===== src/rtl/apb_requester.sv =====
// APB4 requester: runs one SETUP -> ACCESS transfer per accepted command,
// returning read data / error status on a single-cycle response strobe.
// Ports:
//   pclk, presetn        clock, async active-low reset
//   cmd_*                valid/ready command port (write, addr, wdata, strb, prot)
//   rsp_*                response strobe with rdata, slverr, timeout flags
//   psel..pprot          APB request outputs
//   prdata/pready/pslverr APB completer inputs
module apb_requester #(
   parameter int unsigned ADDR_WIDTH = 32,
   parameter int unsigned DATA_WIDTH = 32,
   parameter int unsigned TIMEOUT    = 16
) (
   input  logic                    pclk,
   input  logic                    presetn,
   input  logic                    cmd_valid,
   output logic                    cmd_ready,
   input  logic                    cmd_write,
   input  logic [ADDR_WIDTH-1:0]   cmd_addr,
   input  logic [DATA_WIDTH-1:0]   cmd_wdata,
   input  logic [DATA_WIDTH/8-1:0] cmd_strb,
   input  logic [2:0]              cmd_prot,
   output logic                    rsp_valid,
   output logic [DATA_WIDTH-1:0]   rsp_rdata,
   output logic                    rsp_slverr,
   output logic                    rsp_timeout,
   output logic                    psel,
   output logic                    penable,
   output logic                    pwrite,
   output logic [ADDR_WIDTH-1:0]   paddr,
   output logic [DATA_WIDTH-1:0]   pwdata,
   output logic [DATA_WIDTH/8-1:0] pstrb,
   output logic [2:0]              pprot,
   input  logic [DATA_WIDTH-1:0]   prdata,
   input  logic                    pready,
   input  logic                    pslverr
);

   localparam int unsigned STRB_WIDTH = DATA_WIDTH / 8;
   localparam int unsigned ALIGNBITS  = $clog2(STRB_WIDTH);
   localparam int unsigned CNT_WIDTH  = (TIMEOUT == 0) ? 1 : $clog2(TIMEOUT + 1);
   localparam logic [ADDR_WIDTH-1:0] ALIGN_MASK = ADDR_WIDTH'((1 << ALIGNBITS) - 1);

   typedef enum logic [1:0] {S_IDLE, S_SETUP, S_ACCESS} state_t;

   state_t                  r_state, w_state_nxt;
   logic [CNT_WIDTH-1:0]    r_wait, w_wait_nxt;
   logic                    r_mis_pend, w_mis_pend_nxt;
   logic                    r_psel, w_psel_nxt;
   logic                    r_penable, w_penable_nxt;
   logic                    r_pwrite, w_pwrite_nxt;
   logic [ADDR_WIDTH-1:0]   r_paddr, w_paddr_nxt;
   logic [DATA_WIDTH-1:0]   r_pwdata, w_pwdata_nxt;
   logic [STRB_WIDTH-1:0]   r_pstrb, w_pstrb_nxt;
   logic [2:0]              r_pprot, w_pprot_nxt;
   logic                    r_rsp_valid, w_rsp_valid_nxt;
   logic [DATA_WIDTH-1:0]   r_rsp_rdata, w_rsp_rdata_nxt;
   logic                    r_rsp_slverr, w_rsp_slverr_nxt;
   logic                    r_rsp_timeout, w_rsp_timeout_nxt;

   logic w_done, w_tmo, w_accept, w_aligned, w_load, w_mis;

   // Transfer completion / timeout abort in the current ACCESS cycle
   assign w_done    = (r_state == S_ACCESS) && pready;
   assign w_tmo     = (r_state == S_ACCESS) && !pready && (TIMEOUT != 0) &&
                      (r_wait == CNT_WIDTH'(TIMEOUT));
   assign cmd_ready = (r_state == S_IDLE) || w_done;
   assign w_accept  = cmd_valid && cmd_ready;
   assign w_aligned = ((cmd_addr & ALIGN_MASK) == '0);
   assign w_load    = w_accept && w_aligned;
   assign w_mis     = w_accept && !w_aligned;

   // Next-state, APB payload and response computation
   always_comb begin
      w_state_nxt       = r_state;
      w_wait_nxt        = r_wait;
      w_mis_pend_nxt    = 1'b0;
      w_pwrite_nxt      = r_pwrite;
      w_paddr_nxt       = r_paddr;
      w_pwdata_nxt      = r_pwdata;
      w_pstrb_nxt       = r_pstrb;
      w_pprot_nxt       = r_pprot;
      w_rsp_valid_nxt   = 1'b0;
      w_rsp_rdata_nxt   = r_rsp_rdata;
      w_rsp_slverr_nxt  = r_rsp_slverr;
      w_rsp_timeout_nxt = r_rsp_timeout;

      unique case (r_state)
         S_IDLE: begin
            if (w_load) w_state_nxt = S_SETUP;
         end
         S_SETUP: begin
            w_state_nxt = S_ACCESS;
            w_wait_nxt  = '0;
         end
         S_ACCESS: begin
            if (pready)              w_state_nxt = w_load ? S_SETUP : S_IDLE;
            else if (w_tmo)          w_state_nxt = S_IDLE;
            else if (r_wait != '1)   w_wait_nxt  = r_wait + 1'b1;
         end
         default: w_state_nxt = S_IDLE;
      endcase

      if (w_load) begin
         w_pwrite_nxt = cmd_write;
         w_paddr_nxt  = cmd_addr;
         w_pwdata_nxt = cmd_wdata;
         w_pstrb_nxt  = cmd_write ? cmd_strb : '0;
         w_pprot_nxt  = cmd_prot;
      end

      // A misaligned command taken at completion is answered one cycle after
      // the completion response, so it is parked in r_mis_pend.
      if (w_done) begin
         w_rsp_valid_nxt   = 1'b1;
         w_rsp_slverr_nxt  = pslverr;
         w_rsp_timeout_nxt = 1'b0;
         w_rsp_rdata_nxt   = (!r_pwrite && !pslverr) ? prdata : '0;
         w_mis_pend_nxt    = w_mis;
      end else if (w_tmo) begin
         w_rsp_valid_nxt   = 1'b1;
         w_rsp_slverr_nxt  = 1'b1;
         w_rsp_timeout_nxt = 1'b1;
         w_rsp_rdata_nxt   = '0;
      end else if (r_mis_pend || w_mis) begin
         w_rsp_valid_nxt   = 1'b1;
         w_rsp_slverr_nxt  = 1'b1;
         w_rsp_timeout_nxt = 1'b0;
         w_rsp_rdata_nxt   = '0;
         w_mis_pend_nxt    = r_mis_pend && w_mis;
      end

      w_psel_nxt    = (w_state_nxt != S_IDLE);
      w_penable_nxt = (w_state_nxt == S_ACCESS);
   end

   // State and output registers
   always_ff @(posedge pclk or negedge presetn) begin
      if (!presetn) begin
         r_state       <= S_IDLE;
         r_wait        <= '0;
         r_mis_pend    <= 1'b0;
         r_psel        <= 1'b0;
         r_penable     <= 1'b0;
         r_pwrite      <= 1'b0;
         r_paddr       <= '0;
         r_pwdata      <= '0;
         r_pstrb       <= '0;
         r_pprot       <= '0;
         r_rsp_valid   <= 1'b0;
         r_rsp_rdata   <= '0;
         r_rsp_slverr  <= 1'b0;
         r_rsp_timeout <= 1'b0;
      end else begin
         r_state       <= w_state_nxt;
         r_wait        <= w_wait_nxt;
         r_mis_pend    <= w_mis_pend_nxt;
         r_psel        <= w_psel_nxt;
         r_penable     <= w_penable_nxt;
         r_pwrite      <= w_pwrite_nxt;
         r_paddr       <= w_paddr_nxt;
         r_pwdata      <= w_pwdata_nxt;
         r_pstrb       <= w_pstrb_nxt;
         r_pprot       <= w_pprot_nxt;
         r_rsp_valid   <= w_rsp_valid_nxt;
         r_rsp_rdata   <= w_rsp_rdata_nxt;
         r_rsp_slverr  <= w_rsp_slverr_nxt;
         r_rsp_timeout <= w_rsp_timeout_nxt;
      end
   end

   assign psel        = r_psel;
   assign penable     = r_penable;
   assign pwrite      = r_pwrite;
   assign paddr       = r_paddr;
   assign pwdata      = r_pwdata;
   assign pstrb       = r_pstrb;
   assign pprot       = r_pprot;
   assign rsp_valid   = r_rsp_valid;
   assign rsp_rdata   = r_rsp_rdata;
   assign rsp_slverr  = r_rsp_slverr;
   assign rsp_timeout = r_rsp_timeout;

endmodule


===== config.mk =====
export PLATFORM = sky130hd
export DESIGN_NAME = apb_requester
export DESIGN_NICKNAME = d
export VERILOG_FILES = /design/src/rtl/apb_requester.sv
export SDC_FILE = /design/constraint.sdc
export NUM_CORES = 1
export LEC_CHECK = 0
export ABC_AREA = 1
export CORE_UTILIZATION = 41
export DETAILED_ROUTE_END_ITERATION = 7
export GPL_ROUTABILITY_DRIVEN = 1
export HOLD_SLACK_MARGIN = 0.02
export PLACE_DENSITY = 0.8
export REMOVE_ABC_BUFFERS = 1
export SYNTH_ARGS = -nofsm -noshare
export SYNTH_HDL_FRONTEND = slang
export SYNTH_SLANG_ARGS = --single-unit

===== constraint.sdc =====
create_clock -name pclk -period 1.95 [get_ports pclk]
set_clock_uncertainty 0.1 [all_clocks]
set_input_delay 0.585 -clock pclk [delete_from_list [all_inputs] [get_ports pclk]]
set_output_delay 0.585 -clock pclk [all_outputs]
set_load 0.05 [all_outputs]

==> results of run 1 <==
==> cells by family after synthesis <==
group	count (synthesis)	synth area share
AOI/OAI and AO/OA	10	0.0116
adders and majority gates	3	0.00808
buffers and inverters	40	0.0428
DFF	117	0.630
and+or+nand+nor	355	0.308
==> layout by cell type, fill, tap and decap left out, types with 2 or more instances in the layout <==
master	count
inv_1	13
or2_2	2
dfrtp_1	117
clkbuf_16	17
o21ai_0	8
buf_12	22
buf_4	110
bufinv_16	2
nor2_1	9
clkbuf_1	3
clkinv_2	2
clkbuf_8	5
nand3_1	41
ha_1	3
clkdlybuf4s50_1	106
nand2_1	297
inv_2	3
==> what timing repair did <==
action                                  4_1_cts  5_1_grt
resized for setup                             2        1
hold buffers                                  1        0
pin swaps                                     1        0
buffers inserted                              1        0
endpoints found under the hold margin         5        0
endpoints found under the setup margin        1        1
==> power by group through the flow <==
| stage | registers [mW] | clock network (mW) | logic [mW] |
|---|---|---|---|
| after global routing | 3.04 | 3.21 | 2.78 |
| after detailed placement | 3.04 | 0 | 2.65 |
| after CTS | 3.01 | 3.10 | 2.66 |
| after floorplan | 4.16 | 0 | 0.364 |
| after global placement | 3.02 | 0 | 2.61 |
| final | 3.01 | 3.03 | 2.64 |
==> per-stage QoR <==
step | worst slack, ps | area [um2]
finish | 57.2 | 7610
floorplan | -1410 | 4510
global placement | -272 | 7020
CTS | 50.3 | 7610
global route | 3.16 | 7610
detailed placement | -304 | 7020
==> worst reg2reg max path: stages, from the launching register on <==
cell	delay (ps)
dfrtp_1	410
ha_1	220
nand2_1	80
nor2_1	50
ha_1	170
nor2_1	80
nand2_1	50
nand2_1	60
nand2_1	180
nand2_1	100
o21ai_0	80
==> synth_stat cells <==
master and number:
inv_2 3, dfrtp_1 117, buf_4 3, o21ai_0 9, inv_1 13, nor2_8 1, nor2_1 9, or2_2 2
buf_8 1, a21oi_2 1, clkbuf_1 4, buf_6 1, nand4_1 1, nor2_2 1, or2_4 1, buf_2 15
nand4_2 1, nand2_1 297, nand3_2 1, ha_1 3, nand3_1 41
==> final timing paths <==
kind | start | end | slack [ps] | cells past startpoint
min in group asynchronous | presetn | rsp_rdata[29] | 450 | 2
min reg2reg | paddr[19] | paddr[19] | 380 | 2
max in group asynchronous | presetn | pprot[2] | 790 | 3
max | pready | cmd_ready | 60 | 4
min | paddr[19] | paddr[19] | 380 | 2
max reg2reg | r_wait[0] | r_wait[1] | 230 | 10
==> flip-flops by register name (all words and copies together), names as in the netlist, 2 cells and up <==
register	cells
pwdata	32
pstrb	4
pprot	3
r_wait	5
rsp_rdata	32
r_state	2
paddr	32
==> routing by layer <==
| layer | vias to the layer above | track usage |
|---|---|---|
| met5 | - | 0 |
| met4 | 0 | 0.0898 |
| met3 | 19 | 0.0874 |
| met2 | 206 | 0.381 |
| met1 | 2032 | 0.270 |
| li1 | 2085 | - |
==> area by class of cell <==
| cell class | instances | area [um2] |
|---|---|---|
| inverters | 16 | 60.1 |
| flip-flops and latches | 117 | 2930 |
| clock buffers | 25 | 505 |
| fillers | 835 | 3320 |
| clock inverters | 4 | 70.1 |
| well taps | 140 | 175 |
| repair buffers | 240 | 2350 |
| multi-input cells | 368 | 1530 |
==> flow_summary.ini, run 1 <==
[outcome]
status = complete, no violations

[synthesis]
yosys_warnings = 0
yosysTopAreaCellShare = 0.630
yosysTopAreaCell = dfrtp_1
syn_area_per_cell_um2 = 8.85
syn-cell-area_um2 = 4650
ys_seq_area_frac = 0.630
yosys-top-cells-area = dfrtp_1, nand2_1, nand3_1
syn-instance-count = 525
ys_types = 21
synth_seq_cells = 117

[timing]
final_max_slew_viol_count = 0
fin_hold_ws_ps = 378
fmax_mhz = 528
hold_viol = 0
rsz0062_at_grt = false
worstMarginPinSlew_ps = 309
fin_crit_sh = 0.971
final-setup-viol-count = 0
period_minus_slack_ps = 1890
tns_ps = 0
relSlewSlack = 0.794

[finish]
final_cells = 910
drive_gt1_frac = 0.219
num_antenna_cells = 0
fin_util = 0.696
area_delta_synth_final_pct = 63.8
nets = 872

[setup_path]
crit_fanout = 2
critPathLaunchType = input port
crit_chain = dlygate4sd2_1, inv_2, a21oi_4, buf_12
cp_slowest_cell = dlygate4sd2_1
arrival_ps = 1210
path_delay_family = buffers and inverters
cp.required_ps = 1260
end_kind = output port
crit_type = in2out
crit_buf_inv = 3
cpPeakStageDelay_ps = 230

[clock_tree]
clk_path_buf_depth = 2
worstSkewPairLatency_ps = 400
htreeDepth = 4
cts_tree = built
root_buffer = clkbuf_16
cts_sinks = 117
cts_buffers = 17
clk_pin_slew_ps = 50

[route]
wl_met1_um = 5110
vias_per_cell = 4.77
dr_total_vias = 4342
drc_errors = 0
wl_per_cell_um = 14.3
dr.pass1.iters = 4
wirelength_um = 13000
first_iter_violations = 334
wl_met3_um = 1310
top_layer = met4
antenna_left = 0
met2_length_um = 6370

[power]
pwr-share-seq = 0.346
combPwrFrac = 0.304
p_sw_mw = 2.97
swShare = 0.342
p_per_area_nw_per_um2 = 1140
p_int_mw = 5.71
p_clk_frac = 0.349
total_power_mw = 8.68
p_leak_nw = 4.06
vdd_drop_max_mv = 0.809

[placed_design]
gp_congestion = 0.781
dp_cells = 880
hpwlAfterDp_um = 9310
io_buffers = 218

[global_routing]
grt_overflow = 0
grt_pass1_vias = 4416
grt.total_usage = 0.230
grt_pass1_wl_um = 20700
antenna_found_initial = 0
grt_max_degree = 57

[hold_path]
hold_path.class = reg2reg

[floorplanning]
die_y_um = 108
start_util = 0.425
boundaryPins = 219
core_area_um2 = 10900
die-area_um2 = 11800
fp.dieW_um = 108
rows = 38

[flow_run]
max_cap_violations = 0
Power figures use the tool's default switching activity.
==> run 2, diff against run 1 <==
--- a/config.mk
+++ b/config.mk
@@ -6,11 +6,11 @@
 export NUM_CORES = 1
 export LEC_CHECK = 0
 export ABC_AREA = 1
-export CORE_UTILIZATION = 41
+export CORE_UTILIZATION = 44
 export DETAILED_ROUTE_END_ITERATION = 7
 export GPL_ROUTABILITY_DRIVEN = 1
 export HOLD_SLACK_MARGIN = 0.02
-export PLACE_DENSITY = 0.8
+export PLACE_DENSITY = 0.85
 export REMOVE_ABC_BUFFERS = 1
 export SYNTH_ARGS = -nofsm -noshare
 export SYNTH_HDL_FRONTEND = slang
==> constraint.sdc (replaced) <==
create_clock -name pclk -period 2.2 [get_ports pclk]
set_clock_uncertainty 0.1 [all_clocks]
set_input_delay 0.66 -clock pclk [delete_from_list [all_inputs] [get_ports pclk]]
set_output_delay 0.66 -clock pclk [all_outputs]
set_load 0.05 [all_outputs]
==> run 2 against run 1 <==
Effect of this change:
- via count decreased by 2.0%
- setup slack improved by 86 ps
- final cell count decreased by 1.1%
- sequential power decreased by 12%
- highest routed layer unchanged
- clock power decreased by 14%
==> flow_summary.ini, run 2 (synthesis results as in run 1) <==
[outcome]
status = complete, no violations

[global_routing]
grt_overflow = 0
grt_pass1_vias = 4294
grt.total_usage = 0.237
grt_max_degree = 75
grt_pass1_wl_um = 20300
antenna_found_initial = 0

[setup_path]
critPathLaunchType = flip-flop
cp.required_ps = 1440
arrival_ps = 1300
end_kind = output port
rrSetupSlack_ps = 400
crit_type = reg2out
cp_slowest_cell = dfrtp_1
r2r-end = r_wait[3]
cpPeakStageDelay_ps = 450
crit_chain = a21oi_4, buf_12
reg2reg_from = r_wait[0]
r2r_cells = 9
crit_buf_inv = 1
path_delay_family = flip-flops
crit_fanout = 6

[finish]
finish.instance_area_um2 = 7410
area_delta_synth_final_pct = 59.4
num_antenna_cells = 0
final_cell_mix = nand2_1, dfrtp_1, buf_4
n_fill_cell = 738
drive_gt1_frac = 0.215
nets = 865
final_common_cell = nand2_1

[clock_tree]
root_buffer = clkbuf_8
htreeDepth = 4
cts_buffers = 17
worstSkewPairLatency_ps = 510
clk_path_buf_depth = 2
cts_sinks = 117
cts_tree = built
clk_pin_slew_ps = 50

[flow_run]
max_cap_violations = 0

[route]
vias_per_cell = 4.73
top_layer = met4
drc_errors = 0
dr_total_vias = 4254
wl_per_cell_um = 13.6
wl_met3_um = 1080
dr.pass1.iters = 4
wl_met1_um = 4870
met2_length_um = 6150
first_iter_violations = 341
antenna_left = 0
wirelength_um = 12300

[power]
vdd_drop_max_mv = 0.690
p_per_area_nw_per_um2 = 1020
p_leak_nw = 3.97

[timing]
fmax_mhz = 486
relSlewSlack = 0.789
final-setup-viol-count = 0
rsz0062_at_grt = false
period_minus_slack_ps = 2060
hold_viol = 0
fin_hold_ws_ps = 377
final_max_slew_viol_count = 0
fin_crit_sh = 0.935
worstMarginPinSlew_ps = 317

[placed_design]
io_buffers = 218
placed_cell_area_um2 = 6820
hpwlAfterDp_um = 8750
gp_congestion = 0.817

[hold_path]
holdPathEnd = pwdata[28]
hold_path.class = reg2reg
hold_depth = 2
hold_path_startpoint = pwdata[28]

[floorplanning]
die_y_um = 105
fp.dieW_um = 105
core_area_um2 = 10300
start_util = 0.452
boundaryPins = 219
rows = 37
die-area_um2 = 11000
[run 2: cell types whose count changed in the layout (fill, tap and decap cells not counted), sizes merged]
cell	change
buf	-7
clkbuf	-5
clkinvlp	+3
clkinv	+2
bufinv	+1
[run 2: stage by stage]
stage          setup WS, ps  power, mW  cells  utilization  TNS [ps]
4_1_cts                 116       7.61    900        0.721         0
2_1_floorplan         -1230       4.01    501            -    -87670
3_3_place_gp           -135       4.90    868        0.664     -2930
3_5_place_dp           -152       4.94    868        0.664     -5240
5_1_grt                72.9       7.84    900        0.721         0
6_report                144       7.53    900        0.721         0
[run 2: final cells by class]
cell class / count / area, um2 / area share
timing repair buffer: 233 / 2160 / 0.291
sequential: 117 / 2930 / 0.395
tap: 136 / 170 / 0.0230
multi-input combinational: 368 / 1530 / 0.206
clock buffer: 20 / 435 / 0.0588
clock inverter: 10 / 133 / 0.0179
inverter: 16 / 60.1 / 0.00810
[run 2: how the worst max path moves through the flow]
| stage | start | endpoint | cells past startpoint |
|---|---|---|---|
| floorplan | pready | paddr[10] | 6 |
| global placement | pready | cmd_ready | 4 |
| detailed placement | pready | cmd_ready | 4 |
| CTS | r_state[1] | cmd_ready | 2 |
| global route | r_state[1] | cmd_ready | 2 |
| finish | r_state[1] | cmd_ready | 2 |
[run 2: power by group]
group          leakage, nW  switching, mW  internal (mW)
combinational         2.18           1.52          0.738
sequential            1.52          0.193           2.46
clock                0.272          0.895           1.73
[run 2: per-layer routing]
metal,vias to the layer above,global-route usage
li1,2067,-
met1,1974,0.274
met2,197,0.407
met3,16,0.0792
met4,0,0.0885
met5,-,0
[run 2: timing repair]
item                       4_1_cts  5_1_grt
hold endpoints to repair        19        0
setup endpoints to repair        1        0
gates resized for setup          2        0
buffers inserted                 1        0
hold buffers                     1        0
[run 2: worst register-to-register path, delay by kind of cell (launching register included)]
| kind | cells | cell delay, ps |
|---|---|---|
| AND/OR/NAND/NOR | 6 | 530 |
| flip-flops | 1 | 420 |
| adder cells (fa/ha/maj) | 2 | 400 |
| AO/OA/AOI/OAI | 1 | 260 |
==> run 3, diff against run 2 <==
--- a/config.mk
+++ b/config.mk
@@ -15,3 +15,4 @@
 export SYNTH_ARGS = -nofsm -noshare
 export SYNTH_HDL_FRONTEND = slang
 export SYNTH_SLANG_ARGS = --single-unit
+export TNS_END_PERCENT = 10
==> results of run 3 <==
The final DEF is identical to that of run 2; final timing and power are the same.
